## config.mk

```make
export PLATFORM = sky130hd
export DESIGN_NAME = pc_fetch_ctrl
export DESIGN_NICKNAME = d
export VERILOG_FILES = /design/src/rtl/pc_fetch_ctrl.sv
export SDC_FILE = /design/constraint.sdc
export NUM_CORES = 1
export LEC_CHECK = 0
export BUFFER_PORTS_ARGS = -buffer_cell sky130_fd_sc_hd__buf_2
export CORE_MARGIN = 3
export CORE_UTILIZATION = 40
export CTS_CLUSTER_DIAMETER = 150
export DETAILED_ROUTE_END_ITERATION = 10
export GPL_ROUTABILITY_DRIVEN = 1
export GPL_TIMING_DRIVEN = 0
export PLACE_DENSITY_LB_ADDON = 0.05
export SYNTH_ARGS = -nofsm -noshare
export SYNTH_HDL_FRONTEND = slang
export SYNTH_SLANG_ARGS = --single-unit
```

## constraint.sdc

```tcl
create_clock -name clk -period 3.2 [get_ports clk]
set_input_delay 0.32 -clock clk [delete_from_list [all_inputs] [get_ports clk]]
set_output_delay 0.32 -clock clk [all_outputs]
set_load 0.02 [all_outputs]
```

## src/rtl/pc_fetch_ctrl.sv

```systemverilog
// Program-counter fetch controller: issues one instruction-memory read, holds the
// fetched word until the core retires it, then advances to pc+4 or a jump target.
module pc_fetch_ctrl #(
   parameter logic [31:0] RESET_PC = 32'h0000_0000
) (
   input  logic        clk,
   input  logic        rst,
   input  logic        pc_src,
   input  logic [31:0] jump_target,
   output logic        imem_req,
   output logic [31:0] imem_addr,
   input  logic        imem_ready,
   input  logic [31:0] imem_rdata,
   output logic        instr_valid,
   output logic [31:0] instr,
   output logic [31:0] instr_pc,
   input  logic        instr_ack,
   input  logic        stall,
   output logic        fault
);

   typedef enum logic [1:0] {
      S_IDLE  = 2'd0,
      S_FETCH = 2'd1,
      S_HOLD  = 2'd2,
      S_FAULT = 2'd3
   } state_t;

   state_t      r_state;
   state_t      w_state_nxt;
   logic [31:0] r_pc;
   logic [31:0] w_pc_nxt;
   logic [31:0] r_instr;
   logic [31:0] w_instr_nxt;
   logic [31:0] r_instr_pc;
   logic [31:0] w_instr_pc_nxt;
   logic        r_fault;
   logic        w_fault_nxt;
   logic        w_retire;
   logic        w_jump_aligned;

   assign w_retire       = (r_state == S_HOLD) && instr_ack && !stall;
   assign w_jump_aligned = (jump_target[1:0] == 2'b00);

   always_ff @(posedge clk) begin
      if (rst) begin
         r_state    <= S_IDLE;
         r_pc       <= RESET_PC;
         r_instr    <= 32'h0;
         r_instr_pc <= 32'h0;
         r_fault    <= 1'b0;
      end else begin
         r_state    <= w_state_nxt;
         r_pc       <= w_pc_nxt;
         r_instr    <= w_instr_nxt;
         r_instr_pc <= w_instr_pc_nxt;
         r_fault    <= w_fault_nxt;
      end
   end

   always_comb begin
      w_state_nxt    = r_state;
      w_pc_nxt       = r_pc;
      w_instr_nxt    = r_instr;
      w_instr_pc_nxt = r_instr_pc;
      w_fault_nxt    = r_fault;
      case (r_state)
         S_IDLE: w_state_nxt = S_FETCH;
         S_FETCH: begin
            if (imem_ready) begin
               w_instr_nxt    = imem_rdata;
               w_instr_pc_nxt = r_pc;
               w_state_nxt    = S_HOLD;
            end
         end
         S_HOLD: begin
            if (w_retire) begin
               if (!pc_src) begin
                  w_pc_nxt    = r_pc + 32'd4;
                  w_state_nxt = S_FETCH;
               end else if (w_jump_aligned) begin
                  w_pc_nxt    = jump_target;
                  w_state_nxt = S_FETCH;
               end else begin
                  // misaligned target: pc is kept so it still points at the faulting instruction
                  w_fault_nxt = 1'b1;
                  w_state_nxt = S_FAULT;
               end
            end
         end
         S_FAULT: w_state_nxt = S_FAULT;
         default: w_state_nxt = S_IDLE;
      endcase
   end

   assign imem_req    = (r_state == S_FETCH);
   assign imem_addr   = r_pc;
   assign instr_valid = (r_state == S_HOLD);
   assign instr       = r_instr;
   assign instr_pc    = r_instr_pc;
   assign fault       = r_fault;

endmodule

```

==> impl_metrics.tcl <==
set metrics [dict create \
    outcome "complete, no violations" \
    synth_nets 643 \
    routedWlPerCell_um 17.1 \
    dominantRegCellSynth "dfxtp_1" \
    p_switching_mw 0.645 \
    die_w_um 111 \
    cts_tree "done" \
    min-delay-path-class "in2reg" \
    grt_max_degree 17 \
    gp_congestion 0.884 \
    fin_skew_ps 8.67 \
    grt_pass1_vias 4581 \
    irDropWorstVdd_mv 0.309 \
    drt_iter0_drc 334 \
    grt_pass1_wl_mm 24.0 \
    htree_levels 3 \
    vias 4810 \
    worstMarginPinSlew_ps 618 \
    power_mw 2.43 \
    critPathArrivalTime_ps 2560 \
    hpwl_mm 11.4 \
    post-place-ws_ps 952 \
    seqPwrFrac_pct 52.4 \
    rsz0062_at_grt "no" \
    postCtsHoldBufs 0 \
    n_fill_cell 1102 \
    required_ps 3470 \
    synth_area_mm2 0.00444 \
    reg2reg_depth 6 \
    die_y_um 111 \
    grt_usage_pct 24.0 \
    slew_violations 0 \
    drc 0 \
    rows 37 \
    diodes 0 \
    ant_nets 0 \
    startpoint_type "flip-flop" \
    clock_latency_ps 380 \
    pin_count 169 \
    post_cts_resized 0 \
    setup_viol 0 \
    maxCapViolCount 0 \
    ctsRootBufferMaster "clkbuf_8" \
    final.min_clock_period_ps 2290 \
    path_max_fanout 8 \
    swShare_pct 26.6 \
    p_int_mw 1.78 \
    area_growth_pct 27.4 \
    setup_tns_ps 0 \
    ys_ff_latch 99 \
    syn_inst 572 \
    globalRouteOverflowTotal 0 \
    port_buffers 167 \
    async_reset_ff_share_pct 0 \
    cts_setup_buffers 0 \
    drive_gt1_share_pct 27.3 \
    fp.dieArea_mm2 0.0124 \
    p_leak_nw 2.35 \
    critPathCaptureType "flip-flop" \
    synth_cell_types 58 \
    path_clk_slew_ps 100 \
    power_frac_clock_pct 37.3 \
    finalWirelength_mm 15.3 \
    cts.path.max_buffers 2 \
    fin_cells 890 \
    fp.coreArea_mm2 0.0106 \
    antenna_found_initial 0 \
    cts.sinks 99 \
    cts_buffers 9 \
    relSlewSlack_pct 58.6 \
    ys.warnings.count 0 \
    ys_seq_area_share_pct 44.6 \
    seq_area_mm2 0.00198 \
    worstSetupPathType "reg2reg" \
    synth_edf_count 0 \
    syn-mean-instance-area_um2 7.77 \
    p_comb_share_pct 10.3 \
    multi_input_area_mm2 0.00225 \
    dp.cells 875 \
    max_freq_mhz 437 \
    firstDrtPassIters 5 \
    num-nets-final 821 \
    hold_violations 0 \
    timing.final.ws_setup_ps 909 \
    whs_path_depth 3 \
    period_share_pct 71.6 \
    initial_utilization_pct 42.1 \
    vias_per_cell 5.40 \
    power.density_mw_per_mm2 429 \
]
[critical path: stages, from the launching register on]
cell and delay (ps):
dfxtp_1 530, ha_1 310, nand4b_1 270, nor2_2 270, nand3_1 190, or3_1 360, a32o_1 260
[final timing paths]
check,endpoint,from,slack (ps)
worst max-delay path,imem_addr[12]$_SDFFE_PP0P_,imem_addr[2]$_SDFFE_PP0P_,910
worst min-delay path,instr[22]$_SDFFE_PP0P_,imem_rdata[22],170
worst max register to register,imem_addr[12]$_SDFFE_PP0P_,imem_addr[2]$_SDFFE_PP0P_,910
worst min register to register,instr_pc[20]$_SDFFE_PP0P_,instr_pc[20]$_SDFFE_PP0P_,460
[power by group through the flow]
stage / Clock [mW] / Combinational [mW] / Sequential, mW
after floorplan: 0 / 0.110 / 1.33
after global placement: 0 / 0.248 / 1.30
after detailed placement: 0 / 0.251 / 1.30
after CTS: 0.920 / 0.252 / 1.27
after global routing: 0.961 / 0.276 / 1.28
final: 0.907 / 0.251 / 1.27
[placed cells by master, fill, tap and decap left out, types with 2 or more instances in the layout]
master,synthesis,layout
buf_1,4,4
o22ai_1,5,5
nor4_4,2,2
a21oi_1,77,77
o31ai_1,5,5
dfxtp_1,99,99
and4_1,5,5
bufinv_16,0,2
nand4_1,13,13
o21ai_0,15,15
o41ai_1,2,2
clkbuf_1,30,31
mux2i_1,6,6
and2_1,2,2
nor2b_1,2,2
or4_1,4,4
a31oi_1,5,5
a32o_1,3,3
a211oi_1,2,2
a22oi_1,13,13
clkbuf_8,0,9
clkinvlp_4,0,2
nand2_1,161,161
a22o_1,2,2
nand2b_1,3,3
nor2_1,27,27
nor4_1,3,3
nand3_2,2,2
and4_4,2,2
a2bb2oi_1,2,2
buf_2,9,176
o211ai_1,5,5
nand3_1,15,15
o31a_1,2,2
and3_1,6,6
or3_1,3,3
inv_1,5,5
nor3_1,8,8
[state kept, by name (all words and copies together), names as in the netlist]
signal,cells
fault,1
instr_pc,32
imem_addr,32
r_state,2
instr,32
[cells in the mapped netlist, types with 3 or more instances]
cell / number / share of area (%)
or3_1: 3 / 0.42
nand2_1: 161 / 14
nand2b_1: 3 / 0.42
or4_1: 4 / 0.68
and4_1: 5 / 0.99
inv_1: 5 / 0.42
buf_2: 9 / 1.0
nand4_1: 13 / 1.8
o22ai_1: 5 / 0.70
nor2_1: 27 / 2.3
clkbuf_1: 30 / 2.5
o211ai_1: 5 / 0.84
nand3_1: 15 / 1.7
a21oi_1: 77 / 8.7
mux2i_1: 6 / 1.4
nor4_1: 3 / 0.42
a31oi_1: 5 / 0.70
dfxtp_1: 99 / 45
buf_1: 4 / 0.34
o21ai_0: 15 / 1.7
a32o_1: 3 / 0.68
nor3_1: 8 / 0.90
and3_1: 6 / 0.84
o31ai_1: 5 / 0.84
a22oi_1: 13 / 2.2
[area by class of cell]
class,count,share of cell area (%)
plain buffers,45,3.34
clock buffers,10,2.25
multi-input cells,423,39.8
inverters,5,0.331
well taps,136,3.00
repair buffers,167,14.8
clock inverters,5,1.52
flip-flops and latches,99,35.0
[through the flow]
step / hold WS (ps) / util, % / cell area, µm²
global placement: 438 / 51.6 / 5450
CTS: 151 / 53.7 / 5660
detailed placement: 444 / 51.6 / 5450
floorplan: 446 / - / 4440
global route: 155 / 53.7 / 5660
finish: 166 / 53.7 / 5660
[kinds of logic after synthesis]
family,after synthesis,share of synthesized area (%)
AOI/OAI and AO/OA,146,19.8
adders and majority gates,1,0.281
buffers and inverters,50,4.67
DFF,99,44.6
muxes,6,1.35
and+or+nand+nor,270,29.3
[metal layers]
metal	vias to the layer above	global-route usage [%]	part of all wire, %
li1	2359	-	-
met5	-	0	0
met4	0	8.52	2.1
met2	234	37.6	45
met1	2189	31.9	44
met3	28	6.63	9.3
No activity file was read; power rests on OpenSTA's default activity.
